[src/rtl/fmul_issue_sched.sv]
// Round-robin issue scheduler for a shared pipelined FP multiplier, with a
// valid/sqN/tag shadow pipe, a credit-limited result FIFO and branch flush.
module fmul_issue_sched #(
  parameter int LAT   = 3,
  parameter int DEPTH = 4,
  parameter int SQN_W = 7,
  parameter int TAG_W = 7
) (
  input  logic                  clk,
  input  logic                  rst,
  input  logic [1:0]            req_valid,
  output logic [1:0]            req_ready,
  input  logic [1:0][31:0]      req_srcA,
  input  logic [1:0][31:0]      req_srcB,
  input  logic [1:0][2:0]       req_rm,
  input  logic [1:0][SQN_W-1:0] req_sqn,
  input  logic [1:0][TAG_W-1:0] req_tag,
  input  logic [2:0]            frm,
  input  logic                  br_taken,
  input  logic [SQN_W-1:0]      br_sqn,
  output logic [31:0]           mul_srcA,
  output logic [31:0]           mul_srcB,
  output logic [2:0]            mul_rm,
  input  logic [31:0]           mul_result,
  input  logic [4:0]            mul_flags,
  output logic                  out_valid,
  input  logic                  out_ready,
  output logic [31:0]           out_result,
  output logic [4:0]            out_flags,
  output logic                  out_illegal,
  output logic [TAG_W-1:0]      out_tag,
  output logic [SQN_W-1:0]      out_sqn,
  output logic                  out_src
);

  localparam int PW   = (DEPTH > 1) ? $clog2(DEPTH) : 1;
  localparam int CNTW = $clog2(DEPTH + 1);
  localparam int CW   = $clog2(LAT + DEPTH + 1);

  typedef struct packed {
    logic [SQN_W-1:0] sqn;
    logic [TAG_W-1:0] tag;
    logic             src;
    logic             ill;
  } meta_t;

  // An op is younger than the branch when the modular difference is positive.
  function automatic logic younger(input logic [SQN_W-1:0] s,
                                   input logic             tkn,
                                   input logic [SQN_W-1:0] b);
    logic [SQN_W-1:0] d;
    d = s - b;
    return tkn && !d[SQN_W-1] && (d != '0);
  endfunction

  function automatic logic [PW-1:0] ptr_inc(input logic [PW-1:0] p);
    return (p == PW'(DEPTH - 1)) ? '0 : p + 1'b1;
  endfunction

  logic                 rr_q, rr_d;
  logic                 gnt_idx;
  logic [1:0]           grant;
  logic [CW-1:0]        used;
  logic                 space;
  logic                 hs;
  logic [2:0]           rm_res;
  meta_t                iss_meta;
  logic                 iss_kill;

  logic [LAT-1:0]       st_v_q, st_v_d;
  logic [LAT-1:0]       st_kill;
  meta_t                st_q [LAT];

  meta_t                fm_q   [DEPTH];
  logic [31:0]          fres_q [DEPTH];
  logic [4:0]           fflg_q [DEPTH];
  logic [DEPTH-1:0]     fv_q, fv_d;
  logic [DEPTH-1:0]     fkill;
  logic [PW-1:0]        hd_q, hd_d, tl_q, tl_d;
  logic [CNTW-1:0]      cnt_q, cnt_d;
  logic                 push, pop, head_present;

  // Arbitration: a lone requester wins, otherwise the priority holder wins.
  always_comb begin
    gnt_idx = rr_q;
    if (req_valid == 2'b01)      gnt_idx = 1'b0;
    else if (req_valid == 2'b10) gnt_idx = 1'b1;
    grant = '0;
    if (req_valid[gnt_idx]) grant[gnt_idx] = 1'b1;
  end

  always_comb begin
    used = CW'(cnt_q);
    for (int i = 0; i < LAT; i++) used = used + CW'(st_v_q[i]);
  end

  assign space     = (used < CW'(DEPTH));
  assign req_ready = grant & {2{space & rst}};
  assign hs        = |(req_valid & req_ready);
  assign rr_d      = hs ? ~gnt_idx : rr_q;

  assign rm_res   = (req_rm[gnt_idx] == 3'b111) ? frm : req_rm[gnt_idx];
  assign mul_srcA = req_srcA[gnt_idx];
  assign mul_srcB = req_srcB[gnt_idx];
  assign mul_rm   = rm_res;

  always_comb begin
    iss_meta.sqn = req_sqn[gnt_idx];
    iss_meta.tag = req_tag[gnt_idx];
    iss_meta.src = gnt_idx;
    iss_meta.ill = (rm_res >= 3'd5);
  end
  assign iss_kill = younger(req_sqn[gnt_idx], br_taken, br_sqn);

  genvar gi;
  generate
    for (gi = 0; gi < LAT; gi++) begin : g_st_kill
      assign st_kill[gi] = younger(st_q[gi].sqn, br_taken, br_sqn);
    end
    for (gi = 0; gi < DEPTH; gi++) begin : g_f_kill
      assign fkill[gi] = younger(fm_q[gi].sqn, br_taken, br_sqn);
    end
  endgenerate

  // A flushed op that handshakes this cycle is consumed but never enters the pipe.
  always_comb begin
    st_v_d[0] = hs && !iss_kill;
    for (int i = 1; i < LAT; i++) st_v_d[i] = st_v_q[i-1] && !st_kill[i-1];
  end

  always_ff @(posedge clk) begin
    if (!rst) begin
      st_v_q <= '0;
      rr_q   <= 1'b0;
    end else begin
      st_v_q <= st_v_d;
      rr_q   <= rr_d;
    end
    st_q[0] <= iss_meta;
    for (int i = 1; i < LAT; i++) st_q[i] <= st_q[i-1];
  end

  assign push         = st_v_q[LAT-1] && !st_kill[LAT-1];
  assign head_present = (cnt_q != '0);
  assign out_valid    = head_present && fv_q[hd_q];
  // Flushed head entries drain silently, one per cycle.
  assign pop          = head_present && (!fv_q[hd_q] || out_ready);

  always_comb begin
    fv_d = fv_q & ~fkill;
    hd_d = hd_q;
    tl_d = tl_q;
    if (pop) hd_d = ptr_inc(hd_q);
    if (push) begin
      fv_d[tl_q] = 1'b1;
      tl_d       = ptr_inc(tl_q);
    end
    cnt_d = cnt_q + CNTW'(push) - CNTW'(pop);
  end

  always_ff @(posedge clk) begin
    if (!rst) begin
      fv_q  <= '0;
      hd_q  <= '0;
      tl_q  <= '0;
      cnt_q <= '0;
    end else begin
      fv_q  <= fv_d;
      hd_q  <= hd_d;
      tl_q  <= tl_d;
      cnt_q <= cnt_d;
      if (push && !pop) assert (cnt_q != CNTW'(DEPTH));
    end
    if (push) begin
      fm_q[tl_q]   <= st_q[LAT-1];
      fres_q[tl_q] <= mul_result;
      fflg_q[tl_q] <= mul_flags;
    end
  end

  assign out_result  = fres_q[hd_q];
  assign out_flags   = fflg_q[hd_q];
  assign out_illegal = fm_q[hd_q].ill;
  assign out_tag     = fm_q[hd_q].tag;
  assign out_sqn     = fm_q[hd_q].sqn;
  assign out_src     = fm_q[hd_q].src;

endmodule

[config.mk]
export PLATFORM = sky130hd
export DESIGN_NAME = fmul_issue_sched
export DESIGN_NICKNAME = d
export VERILOG_FILES = /design/src/rtl/fmul_issue_sched.sv
export SDC_FILE = /design/constraint.sdc
export NUM_CORES = 1
export LEC_CHECK = 0
export ABC_AREA = 1
export BUFFER_PORTS_ARGS = -buffer_cell sky130_fd_sc_hd__buf_2
export CORE_MARGIN = 2
export CORE_UTILIZATION = 40
export CTS_BUF_LIST = sky130_fd_sc_hd__clkbuf_4 sky130_fd_sc_hd__clkbuf_8
export CTS_CLUSTER_SIZE = 24
export DETAILED_ROUTE_END_ITERATION = 8
export PLACE_DENSITY = 0.61
export SKIP_LAST_GASP = 1
export SLEW_MARGIN = 20
export SYNTH_ARGS = -nofsm -noshare
export SYNTH_HDL_FRONTEND = slang
export SYNTH_SLANG_ARGS = --single-unit
[constraint.sdc]
create_clock -name clk -period 6.3 [get_ports clk]
set_input_delay 0.63 -clock clk [delete_from_list [all_inputs] [get_ports clk]]
set_output_delay 0.63 -clock clk [all_outputs]
set_load 0.05 [all_outputs]
; ---- Word-level counts from Yosys, hierarchy flattened
; Memories as Yosys holds them, arrays and structs flattened. A register that Yosys moved wholly into a read port is not among the register bits.
; Cells that the tools add are included.
[classes]
reduce_logical = 48
n_mul = 0
n_shift = 0
n_mux = 33
n_lt_le_gt_ge = 7
add_sub_neg = 15
n_bitwise = 7
n_div = 0
n_eq_ne = 5
[ops]
columns = cell, n
row1 = 32-bit 2-to-1 mux, 4
row2 = 7-bit nonzero test, 8
row3 = 7-bit subtractor, 8
row4 = 7-bit 2-to-1 mux, 4
row5 = 1-bit logical AND, 24
row6 = 2-bit 2-to-1 mux, 9
row7 = 1-bit zero test, 13
row8 = 3-bit by 1-bit adder with 3-bit output, 4
row9 = 1-bit 2-to-1 mux, 9
row10 = 3-bit 2-to-1 mux, 3
row11 = 2-bit == test (second input constant), 3
row12 = 2-bit by 3-bit less-than comparator with 1-bit output (second input constant), 2
row13 = 2-bit by 1-bit adder with 2-bit output (second input constant), 2
row14 = 2-bit AND, 2
row15 = 4-bit AND, 1
row16 = 4-bit 2-to-1 mux, 1
row17 = 4-bit inverter, 1
row18 = 4-bit OR, 1
row19 = 3-bit == test (second input constant), 1
row20 = 3-bit greater-or-equal comparator (second input constant), 1
row21 = 3-bit less-than comparator (second input constant), 1
row22 = 3-bit nonzero test, 1
row23 = 3-bit by 1-bit subtractor with 3-bit output, 1
row24 = 1-bit binary-select mux with 2-bit select, 1
row25 = other kinds (10), 10
[totals]
mem_bits_ro = 0
reg_bits = 15
inputBits = 215
latchBits = 0
memories = 4
mem_bits_rw = 260
[mem_list]
columns = name, words, width, rd, rd_clocked_by_memory_dff, wr, line_no
row1 = fres_q, 4, 32, 1, 1, 1, 75  ; logic [31:0] fres_q [DEPTH];
row2 = fm_q, 4, 16, 5, 1, 1, 74  ; meta_t fm_q [DEPTH];
row3 = st_q, 3, 16, 3, 0, 3, 72  ; meta_t st_q [LAT];
row4 = fflg_q, 4, 5, 1, 1, 1, 76  ; logic [4:0] fflg_q [DEPTH];

; ---- Longest topological paths before layout
; Gate-level depths: netlist of run 1.
[logic_depth]
depth_word = 12
mapped_depth = 21

; ---- Worst setup path before layout of run 1
; No wires, ideal clock.
[synth_timing]
path_kind = input to register
start = input port br_sqn[1]
end = memory fflg_q[0][0] (enable)
arrival_time_ns = 2.958
setup_slack_ns = 2.934
setup_time_ns = 0.407
path_buffers = 0
cell_stages = 11
required_time_ns = 5.893
cell_sequence = inv_1 -> fa_1 -> nor2_1 -> nor2_1 -> nor2_1 -> nand3_1 -> nor2_2 -> nand2_2 -> nand2_4 -> nand3_2 -> inv_1
[synth_between]
elab_chain_cells = 8
word_cells_on_any_way = 9
cone_classes = add/sub (1) / mux (2) / reduce/logical (6)
[synth_lines]
columns = element, line_no
row1 = "start, declared", 20  ; input logic [SQN_W-1:0] br_sqn,
row2 = 7-bit subtractor (*), 52  ; d = s - b;
row3 = branches (longest 2 deep; another with 7-bit nonzero test), n/a
row4 = 1-bit logical AND (*), 53  ; return tkn && !d[SQN_W-1] && (d != '0);
row5 = 1-bit zero test (*), 143  ; assign push = st_v_q[LAT-1] && !st_kill[LAT-1];
row6 = 1-bit logical AND (*), 143
row7 = 1-bit 2-to-1 mux (*), 174  ; if (push) begin
row8 = 1-bit 2-to-1 mux (implied by the code) (*), 177  ; fflg_q[tl_q] <= mul_flags;
row9 = "end, declared", 76
; Mark *: on every way between the ends.

==> results.cfg, run 1 <==
[sta]
setup_viol = 0
rsz0062_at_grt = false
relSlewSlack = 0.2760
tns_ps = 0
fin_hold_ws_ps = 291.7
slew_violations = 0
fin_crit_ps = 3651
worst_clock_skew_ps = 45.96
clock.fmax_mhz = 273.9
worstMarginPinSlew_ps = 1084
min_period_over_period = 0.5795
hold_violations = 0

[layout]
drive_gt1_frac = 0.2592
nFillCells = 3061
areaGrowthSynthToFinish_pct = 23.26
nNetsFinal = 2008

[pwr]
finalPower_mw = 6.206
p_leak_nw = 7.398
power.density_nw_per_um2 = 382.3
ir_drop_uv = 176.4

[synth]
synth-seq-cells = 277
yosys-top-cells-count = 400 x nand2_1, 212 x edfxtp_1, 137 x nor2_1, 122 x inv_1, 114 x o21ai_0
synth_flop_cell = edfxtp_1
syn_area_um2 = 13170
synth_cell_types = 35
synth_largest_area_cell = edfxtp_1
synthCells = 1385
yosys_warnings = 0
netlist.area_leader.share = 0.4834
synth_edf_count = 212
synth_area_per_cell_um2 = 9.509
seq_area_frac_synth = 0.5822
syn_nets = 1666
synthTopCellsByArea = edfxtp_1 48%, nand2_1 11%, dfxtp_1 9.9%, ha_1 5.3%, o21ai_0 4.3%
synthArstFlopShare = 0
synth.most_common_cell = nand2_1

[critical_path]
critPathMaxStageDelay_ps = 670
crit_slowest_cell = clkinv_1
timing.critical_path.mode_cell = buf_4
start_kind = register
path_buf_inv = 4
critPathKind = register to primary output
rrSetupSlack_ps = 2850
critPathMaxFanout = 52
crit_family = buffers and inverters
worstPathCellList = buf_4 -> clkinv_1 -> buf_4 -> o21ai_0 -> o22ai_1 -> buf_2
arrival_ps = 3020
required_ps = 5670
worstSetupEndpointType = primary output

[floorplanning]
row_count = 66
io_pins = 338
die_x_um = 185.5
initial_core_util = 0.4058
die_height_um = 185.5
core_um2 = 32450
dieArea_um2 = 34390

[route]
routedWlPerCell_um = 17.99
dr.first_iter.drc_count = 492
via_count = 10796
drc = 0
drtAntennaViolNets = 0
drtPass1Iterations = 5
drt-total-wl_um = 39730
viasPerCell = 4.887

[cts]
numCtsBuffers = 46
cts_max_level = 2
cts_tree = yes
clock_path_buffers = 3
cts_sinks = 277
root_buffer = clkbuf_8
clk_latency_ps = 560
postCtsResizedCells = 0
post_cts_buffers = 0
postCtsHoldBufs = 0
clk_pin_slew_worst_paths_ps = 60

[worst_hold_path]
min_path_type = primary input to register

[grt]
grt_pass1_wl_um = 57870
antenna_found_initial = 6
grt_overflow = 0
grt.total_usage = 0.2254
grt_pass1_vias = 10346
grt_max_degree = 106

[run_status]
outcome = finished clean

[run]
drv_cap = 0

[placed_design]
dp_hpwl_um = 29030
numPortBuffers = 337
place_congestion = 0.9110
## final cells by class
type	count	area (µm²)	share of cell area
sequential	277	7672	0.4726
multi-input combinational	924	4763	0.2934
timing repair buffer	347	1782	0.1098
clock buffer	63	785.8	0.04840
tap	442	553.0	0.03407
inverter	131	491.7	0.03029
clock inverter	21	175.2	0.01079
antenna	4	10.01	0.0006166
## layer usage
metal | up-vias | global-route usage | wire length [µm]
li1 | 5336 | - | -
met1 | 4993 | 0.2686 | 15690
met2 | 385 | 0.3876 | 19360
met3 | 80 | 0.05302 | 3002
met4 | 2 | 0.1006 | 1653
met5 | - | 0 | 17
## worst register-to-register path, delay by kind of cell (launching register included)
family	cells	cell delay [ps]
DFF	1	470
adders and majority gates	2	590
and+or+nand+nor	7	630
buffers and inverters	5	1420
## logic make-up after synthesis
| family | count (synthesis) | share of synthesized area |
|---|---|---|
| AOI/OAI and AO/OA | 219 | 0.08902 |
| xor gates and xnor gates | 18 | 0.01254 |
| adders and majority gates | 66 | 0.06840 |
| buffers and inverters | 184 | 0.05634 |
| DFF | 277 | 0.5822 |
| and+or+nand+nor | 621 | 0.1915 |
## power breakdown
part           switching, mW  internal, mW  total [mW]
clock                  0.704         0.933        1.64
combinational           1.86         0.582        2.44
sequential            0.0787          2.05        2.13
## state kept, by name, indices dropped and copies added (netlist names), named ones only
register,count
cnt_q,3
fflg_q,20
fm_q,64
fres_q,128
fv_q,4
hd_q,2
rr_q,1
st_q,48
st_v_q,3
tl_q,2
## through the flow
| stage | utilization | cell area (µm²) | instances | setup slack, ps |
|---|---|---|---|---|
| floorplan | - | 13170 | 1385 | 2934 |
| global placement | 0.4694 | 15230 | 2120 | 2163 |
| detailed placement | 0.4694 | 15230 | 2120 | 2126 |
| CTS | 0.4990 | 16200 | 2204 | 2400 |
| global route | 0.5000 | 16230 | 2207 | 2477 |
| finish | 0.5002 | 16230 | 2209 | 2649 |
## final timing paths
check	startpoint	end	cells after the start
setup / recovery	register	out_result[31]	6
hold / removal	req_tag[7]	st_q[0][2]$_DFF_P_	3
setup reg to reg	st_q[0][41]$_DFF_P_	fres_q[2][18]$_DFFE_PP_	14
hold reg to reg	st_q[0][23]$_DFF_P_	st_q[0][39]$_DFF_P_	0
## layout by cell type, fill, tap and decap left out, types with 46 or more instances in the layout
cell / netlist / layout
a21oi_1: 46 / 46
buf_2: 12 / 337
clkbuf_8: 1 / 50
dfxtp_1: 65 / 63
edfxtp_1: 212 / 212
ha_1: 56 / 56
inv_1: 122 / 118
nand2_1: 400 / 399
nand3_1: 49 / 49
nor2_1: 137 / 137
o21ai_0: 114 / 114
o22ai_1: 51 / 51
(Power assumes the default switching activity.)
==> inputs of run 2 (changes only) <==
==> constraint.sdc (replaced) <==
create_clock -name clk -period 3.7 [get_ports clk]
set_input_delay 0.37 -clock clk [delete_from_list [all_inputs] [get_ports clk]]
set_output_delay 0.37 -clock clk [all_outputs]
set_load 0.05 [all_outputs]
==> results.cfg, run 2 (synthesized netlist as in run 1, its figures left out) <==
[run_status]
outcome = finished clean

[layout]
top_register = fres_q
largest_registers = fres_q: 128 flops, fm_q: 64 flops, st_q: 48 flops
nFillCells = 3036
stdcell_area_um2 = 16550
layout_commonest_cell = nand2_1
drive_gt1_frac = 0.2617
layout_common_cells = 399 x nand2_1, 337 x buf_2, 212 x edfxtp_1, 137 x nor2_1, 118 x inv_1
areaGrowthSynthToFinish_pct = 25.67
largest_register_ff_count = 128
nNetsFinal = 2037

[placed_design]
dp_hpwl_um = 28930
place_congestion = 0.9255
numPortBuffers = 337
placed_cell_area_um2 = 15400

[floorplanning]
io_pins = 338
die_height_um = 185.5
row_count = 66
core_um2 = 32450
dieArea_um2 = 34390
initial_core_util = 0.4058
die_x_um = 185.5

[grt]
grt_max_degree = 105
grt_overflow = 0
grt_pass1_wl_um = 58130
met3_usage = 0.04696
antenna_found_initial = 8
use_met2 = 0.3984
busiest_layer = met2
grt.total_usage = 0.2257
grt_use_met1 = 0.2712
grt_pass1_vias = 10438

[cts]
post_cts_buffers = 0
cts_sinks = 277
cts_tree = yes
clk_latency_ps = 550
cts_max_level = 2
clk_pin_slew_worst_paths_ps = 70
root_buffer = clkbuf_8
numCtsBuffers = 46
clock_path_buffers = 3

[route]
dr.first_iter.drc_count = 538
via_count = 11004
routedWlPerCell_um = 17.79
viasPerCell = 4.915
drtPass1Iterations = 5
drtAntennaViolNets = 0
drt-total-wl_um = 39830
drc = 0

[sta]
worst_clock_skew_ps = 25.44
slew_violations = 0
fin_crit_ps = 3223
worstMarginPinSlew_ps = 831.3
setup_viol = 0
tns_ps = 0
relSlewSlack = 0.4450
rsz0062_at_grt = false
clock.fmax_mhz = 310.3
min_period_over_period = 0.8711
hold_violations = 0

[pwr]
power_frac_clock = 0.255
comb_power_share = 0.404
switchingPower_mw = 4.495
internal_power_mw = 5.994
switching_share = 0.4285
seqPwrFrac = 0.342
p_leak_nw = 7.534
ir_drop_uv = 284.4
power.density_nw_per_um2 = 633.7

[critical_path]
worstPathCellList = nand2_1 -> nand2_1 -> nand2_2 -> inv_2 -> buf_4 -> nand2_1 -> nand2_1 -> nand3_1 -> o21ai_0 -> inv_1 -> buf_2
reg2regPathDepth = 20
crit_family = buffers and inverters
start_kind = register
crit_slowest_cell = buf_4
worstSetupEndpointType = primary output
timing.critical_path.mode_cell = nand2_1
critPathKind = register to primary output
required_ps = 3330
critPathMaxFanout = 54
crit_cells = 11
arrival_ps = 2850
critPathMaxStageDelay_ps = 490
path_buf_inv = 4

[worst_hold_path]
min_path_type = primary input to register
hold_depth = 1

[run]
drv_cap = 0
==> run 2: changes by cell type in the layout (fill, tap and decap cells not counted), moves of 2 or more <==
cell           change
dlygate4sd3_1     +18
buf_12             +7
clkbuf_4           +5
buf_4              +4
clkinv_2           -3
bufinv_16          -2
clkbuf_8           -2
inv_6              +2
==> run 2: per-stage QoR <==
step	worst slack [ps]	util	instances	power [mW]	hold WS (ps)
floorplan	594.3	-	1385	6.698	309.6
global placement	304.9	0.4747	2131	7.803	310.8
detailed placement	300.0	0.4747	2131	7.853	312.1
CTS	461.8	0.5088	2233	10.56	0.004607
global route	109.7	0.5099	2238	11.06	7.473
finish	477.1	0.5100	2239	10.49	30.27
==> run 2: routing by layer <==
metal / wire length (µm) / vias to the layer above
li1: - / 5393
met1: 16020 / 5176
met2: 19960 / 366
met3: 2575 / 69
met4: 1274 / 0
met5: 0 / -
==> run 2: worst register-to-register path, delay by kind of cell (launching register included) <==
| family | cells | cell delay, ps |
|---|---|---|
| AO/OA/AOI/OAI | 2 | 200 |
| XOR/XNOR | 1 | 160 |
| buffers and inverters | 5 | 330 |
| flip-flops | 1 | 390 |
| adder cells (fa/ha/maj) | 5 | 1360 |
| AND/OR/NAND/NOR | 7 | 600 |
==> run 2: what timing repair did <==
action | 4_1_cts | 5_1_grt
hold buffers | 18 | 0
resized for setup | 0 | 0
endpoints found under the hold margin | 42 | 0
==> run 2: power groups by stage <==
stage | Combinational (mW) | Clock (mW) | Sequential [mW]
CTS | 4.24 | 2.74 | 3.58
global placement | 4.16 | 0 | 3.64
floorplan | 3.08 | 0 | 3.62
detailed placement | 4.21 | 0 | 3.65
finish | 4.24 | 2.67 | 3.58
global route | 4.58 | 2.88 | 3.60
==> run 2: worst paths after layout <==
path	start	to	slack, ps
setup / recovery	rr_q$_SDFFE_PN0P_	mul_rm[0]	480
hold / removal	mul_result[23]	fres_q[1][23]$_DFFE_PP_	30
setup reg to reg	st_q[0][41]$_DFF_P_	cnt_q[2]$_SDFF_PN0_	520
hold reg to reg	st_q[0][0]$_DFF_P_	st_q[0][16]$_DFF_P_	320
==> run 2: final cells by class <==
type | count | area, µm² | area share
well taps | 442 | 553.0 | 0.03341
multi-input cells | 924 | 4763 | 0.2878
flip-flops and latches | 277 | 7672 | 0.4636
diodes | 5 | 12.51 | 0.0007560
inverters | 131 | 491.7 | 0.02971
clock inverters | 18 | 130.1 | 0.007862
clock buffers | 66 | 795.8 | 0.04808
repair buffers | 376 | 2132 | 0.1288
==> inputs of run 3 (changes only) <==
--- a/config.mk
+++ b/config.mk
@@ -9,7 +9,7 @@
 export BUFFER_PORTS_ARGS = -buffer_cell sky130_fd_sc_hd__buf_2
 export CORE_MARGIN = 2
 export CORE_UTILIZATION = 40
-export CTS_BUF_LIST = sky130_fd_sc_hd__clkbuf_4 sky130_fd_sc_hd__clkbuf_8
+export CTS_BUF_LIST = sky130_fd_sc_hd__clkbuf_8
 export CTS_CLUSTER_SIZE = 24
 export DETAILED_ROUTE_END_ITERATION = 8
 export PLACE_DENSITY = 0.61
==> results.cfg, run 3 (synthesized netlist as in run 1, its figures left out) <==
[run_status]
outcome = finished clean

[grt]
grt_max_degree = 105
antenna_found_initial = 8
grt_pass1_vias = 10434
grt_overflow = 0
grt.total_usage = 0.2256
grt_pass1_wl_um = 58080

[critical_path]
start_kind = register
critPathKind = register to primary output
required_ps = 3330
worstSetupEndpointType = primary output
r2r_end = cnt_q[2]$_SDFF_PN0_
timing.rr.start = st_q[0][41]$_DFF_P_
reg2regPathDepth = 20
critPathMaxFanout = 54
rrSetupSlack_ps = 510
arrival_ps = 2830

[route]
drtPass1Iterations = 5
viasPerCell = 4.911
drc = 0
routedWlPerCell_um = 17.75
via_count = 11011
drtAntennaViolNets = 0
dr.first_iter.drc_count = 615
drt-total-wl_um = 39800

[placed_design]
dp_hpwl_um = 28930
numPortBuffers = 337
placed_cell_area_um2 = 15400
place_congestion = 0.9255

[cts]
cts_tree = yes
clk_pin_slew_worst_paths_ps = 70
root_buffer = clkbuf_8
postCtsResizedCells = 0
clk_latency_ps = 550
cts_sinks = 277
cts_max_level = 2
clock_path_buffers = 3
numCtsBuffers = 46

[floorplanning]
dieArea_um2 = 34390
io_pins = 338
die_height_um = 185.5
initial_core_util = 0.4058
die_x_um = 185.5
core_um2 = 32450
row_count = 66

[worst_hold_path]
hold_end = fres_q[1][23]$_DFFE_PP_
hold_depth = 1
min_path_type = primary input to register
worstHoldStart = mul_result[23]

[sta]
min_period_over_period = 0.8655
slew_violations = 0
fin_hold_ws_ps = 30.39
relSlewSlack = 0.4547
worst_clock_skew_ps = 25.24
fin_crit_ps = 3202
hold_violations = 0
clock.fmax_mhz = 312.3
worstMarginPinSlew_ps = 816.7
setup_viol = 0
rsz0062_at_grt = false
tns_ps = 0

[layout]
layout_common_cells = 399 x nand2_1, 337 x buf_2, 212 x edfxtp_1, 137 x nor2_1, 136 x inv_1
areaGrowthSynthToFinish_pct = 25.38
nFillCells = 3051
final-seq-area_um2 = 7672
top_register = fres_q
largest_register_ff_count = 128
drive_gt1_frac = 0.2513
nNetsFinal = 2040
largest_registers = fres_q: 128 flops, fm_q: 64 flops, st_q: 48 flops
stdcell_area_um2 = 16510
multi_input_area_um2 = 4763
layout_commonest_cell = nand2_1

[pwr]
power.density_nw_per_um2 = 624.5
finalPower_mw = 10.31
p_leak_nw = 7.560
ir_drop_uv = 284.3

[run]
drv_cap = 0
run 3: changes by cell type in the layout (fill, tap and decap cells not counted):
| cell | before | now |
|---|---|---|
| dlygate4sd3_1 | 18 | 21 |
| inv_1 | 118 | 136 |
| clkbuf_4 | 18 | 0 |
run 3: critical path, cell delays in order, from the launching register on:
cell and delay, ps:
dfxtp_1 350, nand2_1 70, nand2_1 90, nand2_2 190
inv_2 260, buf_4 490, nand2_1 100, nand2_1 120
nand3_1 100, o21ai_0 200, inv_1 60, buf_2 220
run 3: per-stage QoR:
stage / cells / utilization / worst slack [ps]
2_1_floorplan: 1385 / - / 594.3
3_3_place_gp: 2131 / 0.4747 / 304.9
3_5_place_dp: 2131 / 0.4747 / 300.0
4_1_cts: 2236 / 0.5076 / 461.8
5_1_grt: 2241 / 0.5088 / 109.7
6_report: 2242 / 0.5088 / 497.7
run 3: worst max-delay path by stage:
stage          slack (ps)                     end         startpoint
4_1_cts               460               mul_rm[0]  rr_q$_SDFFE_PN0P_
5_1_grt               110               mul_rm[0]  rr_q$_SDFFE_PN0P_
3_3_place_gp          300     cnt_q[2]$_SDFF_PN0_          br_sqn[0]
6_report              500               mul_rm[0]  rr_q$_SDFFE_PN0P_
3_5_place_dp          300     cnt_q[2]$_SDFF_PN0_          br_sqn[0]
2_1_floorplan         590  fflg_q[0][0]$_DFFE_PP_          br_sqn[1]
run 3: layer usage:
layer  vias to the layer above  share of wire  GRT usage
li1                       5399              -          -
met5                         -              0          0
met2                       371           0.50     0.3972
met3                        73          0.065    0.04676
met1                      5168           0.40     0.2709
met4                         0          0.033    0.08635
run 3: power breakdown:
| part | internal [mW] | leakage (nW) | switching [mW] |
|---|---|---|---|
| Clock | 1.29 | 0.502 | 1.21 |
| Combinational | 1.03 | 4.60 | 3.20 |
| Sequential | 3.49 | 2.45 | 0.0903 |
run 3: what timing repair did:
item,4_1_cts,5_1_grt
hold buffers,21,0
setup buffers,0,0
endpoints found under the hold margin,51,0
run 3: layout make-up:
cell class              count  area share
repair buffers            379      0.1309
diodes                      5   0.0007577
clock inverters            36     0.01197
flip-flops and latches    277      0.4646
inverters                 131     0.02978
clock buffers              48     0.04001
well taps                 442     0.03349
multi-input cells         924      0.2885
